File: src/rtl/ula_arbiter.sv
// Round-robin arbiter sharing one combinational ULA between the execute stage (0)
// and the address/aux unit (1); returns the captured result with zero/neg/err flags.
module ula_arbiter #(
    parameter int WIDTH         = 32,
    parameter int SETTLE_CYCLES = 1,
    parameter int INIT_PRIO     = 0
) (
    input  logic             clock,
    input  logic             reset,
    input  logic             req0_valid,
    output logic             req0_ready,
    input  logic [4:0]       req0_opcode,
    input  logic [WIDTH-1:0] req0_a,
    input  logic [WIDTH-1:0] req0_b,
    input  logic             req1_valid,
    output logic             req1_ready,
    input  logic [4:0]       req1_opcode,
    input  logic [WIDTH-1:0] req1_a,
    input  logic [WIDTH-1:0] req1_b,
    output logic             rsp_valid,
    input  logic             rsp_ready,
    output logic             rsp_id,
    output logic [WIDTH-1:0] rsp_result,
    output logic             rsp_zero,
    output logic             rsp_neg,
    output logic             rsp_err,
    output logic [WIDTH-1:0] ula_a,
    output logic [WIDTH-1:0] ula_b,
    output logic [4:0]       ula_opcode,
    input  logic [WIDTH-1:0] ula_out
);

    localparam logic [4:0] OP_NOP      = 5'b10000;
    localparam logic [3:0] SETTLE_LAST = 4'(SETTLE_CYCLES - 1);
    localparam logic       INIT_LAST   = (INIT_PRIO == 0) ? 1'b1 : 1'b0;

    typedef enum logic [1:0] {
        ST_IDLE = 2'b00,
        ST_EXEC = 2'b01,
        ST_RESP = 2'b10
    } state_t;

    state_t           state_r;
    logic [3:0]       cnt_r;
    logic             last_grant_r;
    logic [4:0]       op_r;
    logic             id_r;

    logic             grant_s;
    logic             idle_s;
    logic             accept_s;
    logic [4:0]       sel_op_s;
    logic [WIDTH-1:0] sel_a_s;
    logic [WIDTH-1:0] sel_b_s;
    logic [WIDTH-1:0] cap_result_s;

    // Opcodes that have no encoding in the ULA
    function automatic logic op_unimpl(input logic [4:0] op);
        case (op)
            5'b00010, 5'b00111,
            5'b01010, 5'b01011, 5'b01100,
            5'b01101, 5'b01110, 5'b01111: op_unimpl = 1'b1;
            default:                      op_unimpl = 1'b0;
        endcase
    endfunction

    // Round-robin pick: a tie goes to the requester that did not win last time
    always_comb begin
        grant_s = 1'b0;
        if (req0_valid && req1_valid) begin
            grant_s = ~last_grant_r;
        end else if (req1_valid) begin
            grant_s = 1'b1;
        end else begin
            grant_s = 1'b0;
        end
    end

    assign idle_s     = (state_r == ST_IDLE) && !reset;
    assign req0_ready = idle_s && req0_valid && (grant_s == 1'b0);
    assign req1_ready = idle_s && req1_valid && (grant_s == 1'b1);
    assign accept_s   = req0_ready || req1_ready;

    // Operand mux for the requester being granted
    always_comb begin
        sel_op_s = req0_opcode;
        sel_a_s  = req0_a;
        sel_b_s  = req0_b;
        if (grant_s) begin
            sel_op_s = req1_opcode;
            sel_a_s  = req1_a;
            sel_b_s  = req1_b;
        end else begin
            sel_op_s = req0_opcode;
            sel_a_s  = req0_a;
            sel_b_s  = req0_b;
        end
    end

    // NOP and unencoded opcodes never forward whatever the ULA drives
    always_comb begin
        cap_result_s = ula_out;
        if ((op_r == OP_NOP) || op_unimpl(op_r)) begin
            cap_result_s = {WIDTH{1'b0}};
        end else begin
            cap_result_s = ula_out;
        end
    end

    // Issue/settle/respond sequencer with registered ULA drive and response
    always_ff @(posedge clock) begin
        if (reset) begin
            state_r      <= ST_IDLE;
            cnt_r        <= 4'd0;
            last_grant_r <= INIT_LAST;
            op_r         <= OP_NOP;
            id_r         <= 1'b0;
            rsp_valid    <= 1'b0;
            rsp_id       <= 1'b0;
            rsp_result   <= {WIDTH{1'b0}};
            rsp_zero     <= 1'b0;
            rsp_neg      <= 1'b0;
            rsp_err      <= 1'b0;
            ula_a        <= {WIDTH{1'b0}};
            ula_b        <= {WIDTH{1'b0}};
            ula_opcode   <= OP_NOP;
        end else begin
            case (state_r)
                ST_IDLE: begin
                    if (accept_s) begin
                        op_r         <= sel_op_s;
                        id_r         <= grant_s;
                        last_grant_r <= grant_s;
                        ula_a        <= sel_a_s;
                        ula_b        <= sel_b_s;
                        ula_opcode   <= sel_op_s;
                        cnt_r        <= 4'd0;
                        state_r      <= ST_EXEC;
                    end
                end
                ST_EXEC: begin
                    if (cnt_r == SETTLE_LAST) begin
                        rsp_result <= cap_result_s;
                        rsp_zero   <= (cap_result_s == {WIDTH{1'b0}});
                        rsp_neg    <= cap_result_s[WIDTH-1];
                        rsp_err    <= op_unimpl(op_r);
                        rsp_id     <= id_r;
                        rsp_valid  <= 1'b1;
                        ula_opcode <= OP_NOP;
                        state_r    <= ST_RESP;
                    end else begin
                        cnt_r <= cnt_r + 4'd1;
                    end
                end
                ST_RESP: begin
                    if (rsp_ready) begin
                        rsp_valid <= 1'b0;
                        state_r   <= ST_IDLE;
                    end
                end
                default: begin
                    rsp_valid  <= 1'b0;
                    ula_opcode <= OP_NOP;
                    state_r    <= ST_IDLE;
                end
            endcase
        end
    end

endmodule
File: config.mk
export PLATFORM = sky130hd
export DESIGN_NAME = ula_arbiter
export DESIGN_NICKNAME = d
export VERILOG_FILES = /design/src/rtl/ula_arbiter.sv
export SDC_FILE = /design/constraint.sdc
export NUM_CORES = 1
export LEC_CHECK = 0
export BUFFER_PORTS_ARGS = -buffer_cell sky130_fd_sc_hd__buf_2
export CAP_MARGIN = 15
export CORE_MARGIN = 4
export CORE_UTILIZATION = 45
export CTS_CLUSTER_SIZE = 16
export DETAILED_ROUTE_END_ITERATION = 7
export GPL_TIMING_DRIVEN = 0
export PLACE_DENSITY = 0.81
export SKIP_LAST_GASP = 1
export SLEW_MARGIN = 15
export SYNTH_ARGS = -nofsm -noshare
export SYNTH_HDL_FRONTEND = slang
export SYNTH_SLANG_ARGS = --single-unit
File: constraint.sdc
create_clock -name clock -period 2.9 [get_ports clock]
set_input_delay 0.29 -clock clock [delete_from_list [all_inputs] [get_ports clock]]
set_output_delay 0.29 -clock clock [all_outputs]
set_load 0.02 [all_outputs]
* Yosys cells after proc, flatten, opt, wreduce, memory -nomap -nowiden
Memories as Yosys holds them, arrays and structs flattened. A register that Yosys moved wholly into a read port is not among the register bits.
Index checks and enable logic that the tools add are counted.
** Word-level totals
- Flip-flop bits (word level) :: 119
- Bits in read-only memories :: 32
- Output and inout port bits :: 108
- Memories kept :: 2
** Memory list
- (name not given) :: words 16, bits a word 1, read ports 1, clocked after Yosys merged registers in 1, write ports 0, RTL line 59 : case (op)
- (name not given) :: words 16, bits a word 1, read ports 1, clocked after Yosys merged registers in 1, write ports 0, RTL line 59
** Operators by class
- Add/subtract/negate cells :: 1
- Equality and inequality tests :: 7
- Mux-type cells :: 25
- Bitwise gates (word level) :: 4
- Reduce and logical (&&, ||, !) cells :: 19
** Operators with widths (count)
- $mux W32 :: 3
- $logic_not A32 Y1 :: 1
- $mux W4 :: 6
- $mux W5 :: 3
- $pmux W5 S3 :: 1
- $reduce_and A3 Y1 :: 4
- $ne A2 B2 Y1 const B :: 4
- $pmux W4 S2 :: 1
- $logic_and A1 B1 Y1 :: 6
- $mux W1 :: 6
- $mux W2 :: 3
- $pmux W2 S3 :: 1
- $eq A5 B5 Y1 const B :: 1
- $add A4 B1 Y4 const B :: 1
- $logic_not A4 Y1 :: 1
- $not A1 Y1 :: 4
- $reduce_and A2 Y1 :: 2
- $pmux W1 S3 :: 1
- $eq A2 B1 Y1 const B :: 1
- $eq A2 B2 Y1 const B :: 1
- $logic_not A2 Y1 :: 1
- $logic_or A1 B1 Y1 :: 2
- $reduce_bool A2 Y1 :: 1
- $logic_not A1 Y1 :: 1

* Depth between registers and ports, before layout
Gate-level depths: netlist (run 1).
- Word-level depth :: 8
- Gate-level depth with buffers :: 8
- Mapped depth without buffers :: 7

* Worst setup path before layout (run 1)
Ideal clock, no wire load.
- Path type :: register to register
- Start point :: reg state_r[0]
- End point :: reg ula_b[11]
- Library setup time :: 0.145 ns
- Data arrival time :: 1.466 ns
- Required time :: 2.755 ns
- Path slack :: 1.289 ns
- Cell stages (with the launch flop) :: 7
- Clock period less this slack :: 1.611 ns
- Path through :: dfxtp_1 -> buf_2 -> or3_4 -> nor2_4 -> buf_6 -> buf_2 -> a311oi_2
** On the way
- Cells in the longest elaborated chain, start to end :: 6
** Ends and longest elaborated chain
- start: declaration :: RTL line 43 : state_t state_r;
- start signal: assignment :: RTL line 113 : state_r <= ST_IDLE;
- start signal: assignment :: RTL line 138 : state_r <= ST_EXEC;
- start signal: assignment :: RTL line 150 : state_r <= ST_RESP;
- $logic_not A2 Y1 * :: RTL line 79, 128
- $logic_and A1 B1 Y1 :: RTL line 79 : assign idle_s = (state_r == ST_IDLE) && !reset;
- $logic_and A1 B1 Y1 (on tied branches) (2 in a row) :: RTL line 80, 81
- $logic_or A1 B1 Y1 :: RTL line 82 : assign accept_s = req0_ready || req1_ready;
- $reduce_and A2 Y1 (no source line) *
- end signal: assignment :: RTL line 125 : ula_b <= {WIDTH{1'b0}};
- end signal: assignment :: RTL line 135 : ula_b <= sel_b_s;
- end: declaration :: RTL line 28 : output logic [WIDTH-1:0] ula_b,
Mark *: on every way between the ends. The rest lies on a longest branch, timed or not.
A chain may end at the register's enable or synchronous reset.

* Final worst setup path (run 1)
- Start point :: reg last_grant_r
- End point :: out req0_ready
** On the way
- Cells in the longest elaborated chain, start to end :: 4
** Ends and longest elaborated chain
- start: declaration :: RTL line 45 : logic last_grant_r;
- start signal: assignment :: RTL line 133 : last_grant_r <= grant_s;
- $not A1 Y1 :: RTL line 71 : grant_s = ~last_grant_r;
- $mux W1 :: RTL line 70 : if (req0_valid && req1_valid) begin
- $not A1 Y1 :: RTL line 80 : assign req0_ready = idle_s && req0_valid && (grant_s == 1'b0);
- $logic_and A1 B1 Y1 :: RTL line 80
- end: declaration :: RTL line 11 : output logic req0_ready,
No other way between the ends.

==> results of run 1 <==
power by group through the flow:
stage | logic, W | registers, W | clock network [W]
finish | 0.000924 | 0.00183 | 0.00208
global route | 0.00100 | 0.00185 | 0.00220
CTS | 0.000928 | 0.00183 | 0.00212
detailed placement | 0.000922 | 0.00187 | 0
global placement | 0.000912 | 0.00186 | 0
floorplan | 0.000413 | 0.00201 | 0
cell type report:
class                           instances  area share [%]
Clock buffer                           23           6.463
Timing Repair Buffer                  282           19.55
Multi-Input combinational cell        440           33.30
Sequential cell                       119           32.99
Tap cell                              140           2.426
Clock inverter                          9           1.698
Inverter                                4          0.2079
Buffer                                 51           3.362
state kept, by name, indices dropped and copies added (netlist names), 2 cells and up, named ones only:
name        count
rsp_result     32
ula_a          32
ula_b          32
op_r            5
ula_opcode      5
cnt_r           4
state_r         2
through the flow:
step	hold slack (ns)	instances	cell area [um2]	utilization, %	setup slack (ns)
2_1_floorplan	0.4264	614	5045	-	1.289
3_3_place_gp	0.4321	1036	6631	60.91	0.8662
3_5_place_dp	0.4398	1036	6631	60.91	0.8713
4_1_cts	0.007457	1068	7221	66.32	0.3957
5_1_grt	0.01856	1068	7221	66.32	0.3018
6_report	0.03201	1068	7221	66.32	0.4445
worst min-delay path: cells and delay by family:
| kind | cells | cell delay [ns] |
|---|---|---|
| compound gates | 1 | 0.07 |
| buf+inv | 1 | 0.09 |
| simple gates | 1 | 0.04 |
final timing paths:
path             startpoint             end  depth (start not counted)
max            last_grant_r      req0_ready                          6
max reg2reg        cnt_r[0]  rsp_result[21]                          8
min reg2reg  rsp_result[18]  rsp_result[18]                          2
min              req1_a[29]       ula_a[29]                          3
cells in the mapped netlist, drive strengths merged, types with 3 or more instances:
| library cell | number |
|---|---|
| o2bb2ai | 6 |
| clkbuf | 29 |
| xor2 | 3 |
| buf | 22 |
| nor4 | 8 |
| nor2 | 81 |
| inv | 4 |
| mux2i | 4 |
| nand2 | 170 |
| nand3 | 32 |
| o21ai | 4 |
| nand4 | 3 |
| dfxtp | 119 |
| nor3 | 5 |
| a21oi | 41 |
| a311oi | 64 |
logic make-up (layout without fill, tap and decap cells):
kind of cell | after synthesis | in the layout
AO/OA/AOI/OAI | 125 | 125
XOR/XNOR | 3 | 3
adder cells (fa/ha/maj) | 2 | 2
buffers and inverters | 55 | 369
flip-flops | 119 | 119
multiplexers | 4 | 4
AND/OR/NAND/NOR | 306 | 306
metal layers:
| metal | wire length (um) | track usage (%) | vias to the layer above |
|---|---|---|---|
| met1 | 6482 | 27.97 | 2561 |
| met3 | 1401 | 8.170 | 45 |
| met5 | 21 | 0 | - |
| met2 | 8550 | 45.07 | 224 |
| li1 | - | - | 2754 |
| met4 | 592 | 11.72 | 4 |
==> metrics, run 1 <==
status finished clean; Worst path top cell family by delay buffers and inverters; mean routed wirelength per cell 15.96 um; CP max stage cell clkbuf_1; final clock skew 0.009457 ns; Crit Path Category register to output pin; # rows 38; PD cells 670.8 nW/um2; synth warn 0; clk buf depth 2; crit path capture type output pin; sequential power share roughly 38%; DR vias/cell 5.232; Hold Buf Count CTS 0; Vias between 5000 and 6000; initial antenna violation count 2; Synth Area in Compound Gates 20.78%; startpoint type of the worst setup path register; cts repair resizes 0; Fin. Hold Viols 0; final antenna-violating net count 0; Yosys top cell area share 47.22%; Routed WL 17050 um; Die Footprint 12970 um2; Net Sw Power 0.001365 W; post-synthesis xor/xnor area fraction 0.5208%; hold crit path type primary input to register; Die Ht around 110 um; Main synth FF type dfxtp_1; post-synthesis mux area share 0.7937%; Total Neg Setup Slack 0 ns; initial core utilization 46.33%; worst rel slew slack 52.46%; #FFs+latches synth 119; Synth Instances 614; LEAKAGE 3.392 nW; CP arrival between 2 and 2.5 ns; worst-path cell chain nand2_1 > nand2_1 > buf_2 > clkbuf_1 > and3_1 > buf_2; Syn Nets 791; Int Pwr 0.003478 W; Post-route DRC 0; depth of the CTS H-tree 4; buffers plus inverters on the worst setup path 3; Synth Area in Adders less than 1%; total power draw 0.004843 W; syn_area_per_cell a little over 8 um2; Post-synth ARST share 0%; Synth area leaders dfxtp_1 (47%), nand2_1 (13%), a311oi_1 (8.0%); worst-case vdd ir drop 0.3510 mV; Top Ports roughly 280; Chip Width 113.9 um; post-synth top area cell dfxtp_1; post-synthesis cell area 5045 um2; first-pass GRT wire length 26190 um; RSZ-0062 raised after global routing no; Crit path required time 2.61 ns; Reg2Reg Setup Slack 0.92 ns; Slew Limit Fails 0; sequential area share after synthesis 47.22%; Fillers between 900 and 1000; clk sink count 119; post-CTS setup buffer count 0; Clock transition at path regs around 0.060 ns; Multi-input gate area 2405 um2; placed wire-length estimate 13210 um; Max-Cap Viols 0; GRT Overall Usage 25.58%; part of the cycle the worst path needs 84.67%; CP peak stage delay 0.41 ns; largest net degree at the start of global routing 17; CORE AREA 10890 um2; register area 2382 um2; CTS buffer count 17; layout cells sized above 1 38.69%; synth-to-layout area growth 43.13%; drt initial violations 409; number of synthesized flops with an enable pin 0; CTS tree yes; most frequent cells in the layout buf_2 (299), nand2_1 (170), dfxtp_1 (119); Nets 1092; part of the power in combinational logic a little under a fifth; critical path fanouts, max 10; clock group share of total power 43.0%; worst skew pair latency between 0.5 and 0.6 ns; largest family of logic cells by synthesized area simple AND/OR/NAND/NOR gates; 1st-pass router iterations 5; final setup vio count 0; Antenna Cells 0; most common cell after layout, fill and taps aside buf_2; Remaining Overflow, GRT 0; Simple-Gate Fraction of Synth Area 25.07%; CTS root buffer clkbuf_8; gpl congestion 0.8847; Tmin final 2.455 ns; Yosys cell types 38; slew of the pin with the lowest slew margin slightly above 0.7 ns; highest clock rate 407.3 MHz; PortBufs 282; Net Sw Frac 28.18%; vias in the first global route 5422
Note: power is estimated with default switching activity, not from simulation.
==> run 2: changes to the inputs <==
- CORE_UTILIZATION: 45 -> 40
- PLACE_DENSITY: 0.81 -> 0.76
- clock period: 2.9 -> 2.2 ns (I/O delays scaled with it)
==> run 2 against run 1 <==
Global-route usage down 2.7 points; die area up 12%; sequential power up 32%; core utilization down 6.7 points; non-clock buffer count down 1; register-to-register slack worse by 0.61 ns.
==> metrics, run 2 (synthesis results as in run 1) <==
1st-pass router iterations 5; final clock skew 0.007098 ns; DR vias/cell 5.101; Chip Width 120.3 um; reg2reg path depth 7; depth of the CTS H-tree 4; slew of the pin with the lowest slew margin 0.6567 ns; largest net degree at the start of global routing 20; Top Ports 283; worst-case vdd ir drop 0.4241 mV; part of the cycle the worst path needs 90.61%; pre-CTS setup slack 0.1851 ns; Total Neg Setup Slack 0 ns; PortBufs 282; first-pass GRT wire length 26190 um; clk sink count 119; initial core utilization 41.48%; Routed WL 17110 um; vias in the first global route between 5000 and 6000; critical path fanouts, max 8; worst rel slew slack between 50 and 60%; # rows 40; Nets 1091; Fin. Hold Viols 0; RSZ-0062 raised after global routing no; CTS buffer count 17; post-route setup slack 0.2066 ns; hold_sp req1_a[29]; most frequent cells in the layout buf_2 (298), nand2_1 (170), dfxtp_1 (119); wire length on met3 approximately 1500 um; most common cell after layout, fill and taps aside buf_2; Remaining Overflow, GRT 0; met2 WL 8463 um; r2r startpoint cnt_r[0]; hold path cells 3; status finished clean; Max-Cap Viols 0; reg-to-reg critical path endpoint rsp_result[12]; Slew Limit Fails 0; mean routed wirelength per cell 15.63 um; startpoint type of the worst setup path register; Die Ht 120.3 um; Tmin final 1.993 ns; hold crit path type primary input to register; final setup vio count 0; max layer used met4; Crit Path Category register to output pin; total power draw ~0.0064 W; CTS tree yes; highest clock rate 501.7 MHz; hold worst-path end ula_a[29]; Die Footprint 14470 um2; Clock transition at path regs ~0.050 ns; PD cells between 800 and 900 nW/um2; synth-to-layout area growth 43.70%; worst skew pair latency 0.41 ns; drt initial violations 318; GRT Overall Usage between 20% and 30%; metal1 wirelength 6522 um; gpl congestion between 0.8 and 0.9; crit path capture type output pin; Hold Buf Count CTS 0; placed wire-length estimate 13600 um; Post-route DRC 0; CORE AREA 12160 um2; clk buf depth 2; final antenna-violating net count 0; Antenna Cells 0; Reg2Reg Setup Slack ~0.31 ns; layout cells sized above 1 38.73%; registers with the most flip-flops rsp_result x32, ula_a x32, ula_b x32; initial antenna violation count 1; Vias between 5000 and 6000; LEAKAGE approximately 3.4 nW; CP arrival 1.77 ns; Crit path required time roughly 2 ns; CTS root buffer clkbuf_16
## run 2: worst max path at each step
stage                 start          to  slack, ns  cells past startpoint
3_3_place_gp     req0_valid  req0_ready       0.19                      7
5_1_grt        last_grant_r  req0_ready       0.08                      5
2_1_floorplan    state_r[0]   ula_b[11]       0.59                      6
6_report         state_r[0]  req1_ready       0.21                      4
3_5_place_dp     req0_valid  req0_ready       0.19                      7
4_1_cts        last_grant_r  req0_ready       0.10                      5
## run 2: what timing repair did
item,in CTS,in global routing
endpoints found under the setup margin,1,7
resized for setup,0,2
setup buffers,0,0
## run 2: where the power goes
part	switching [W]	internal, W	total (W)	leakage [nW]
registers	0.0000866	0.00233	0.00242	0.978
clock network	0.000942	0.00180	0.00274	0.287
logic	0.000766	0.000450	0.00122	2.12
total	0.00179	0.00458	0.00637	3.39
## run 2: layout make-up
cell class              count  area, um2
plain buffers              50      241.5
clock buffers              22      454.2
clock inverters            10      127.6
fillers                  1181       4912
inverters                   4      15.01
multi-input cells         440       2407
flip-flops and latches    119       2382
well taps                 168      210.2
repair buffers            282       1411
## run 2: through the flow
step | instances | hold slack (ns) | instance area [um2] | utilization, %
global placement | 1064 | 0.4304 | 6666 | 54.81
finish | 1095 | 0.06693 | 7249 | 59.61
floorplan | 614 | 0.3719 | 5045 | -
CTS | 1095 | 0.05100 | 7244 | 59.57
global route | 1095 | 0.05823 | 7249 | 59.61
detailed placement | 1064 | 0.4413 | 6666 | 54.81
## run 2: worst max-delay path, stage by stage, from the launching register on
cell and delay [ns]:
dfxtp_1 0.30, buf_2 0.16, or3_4 0.41, nor2_1 0.26
buf_2 0.25
## run 2: layer usage
metal  global-route usage, %  vias up
met5                       0        -
met3                   6.876       38
met2                   39.52      239
met1                   25.64     2552
met4                   11.40        0
li1                        -     2757
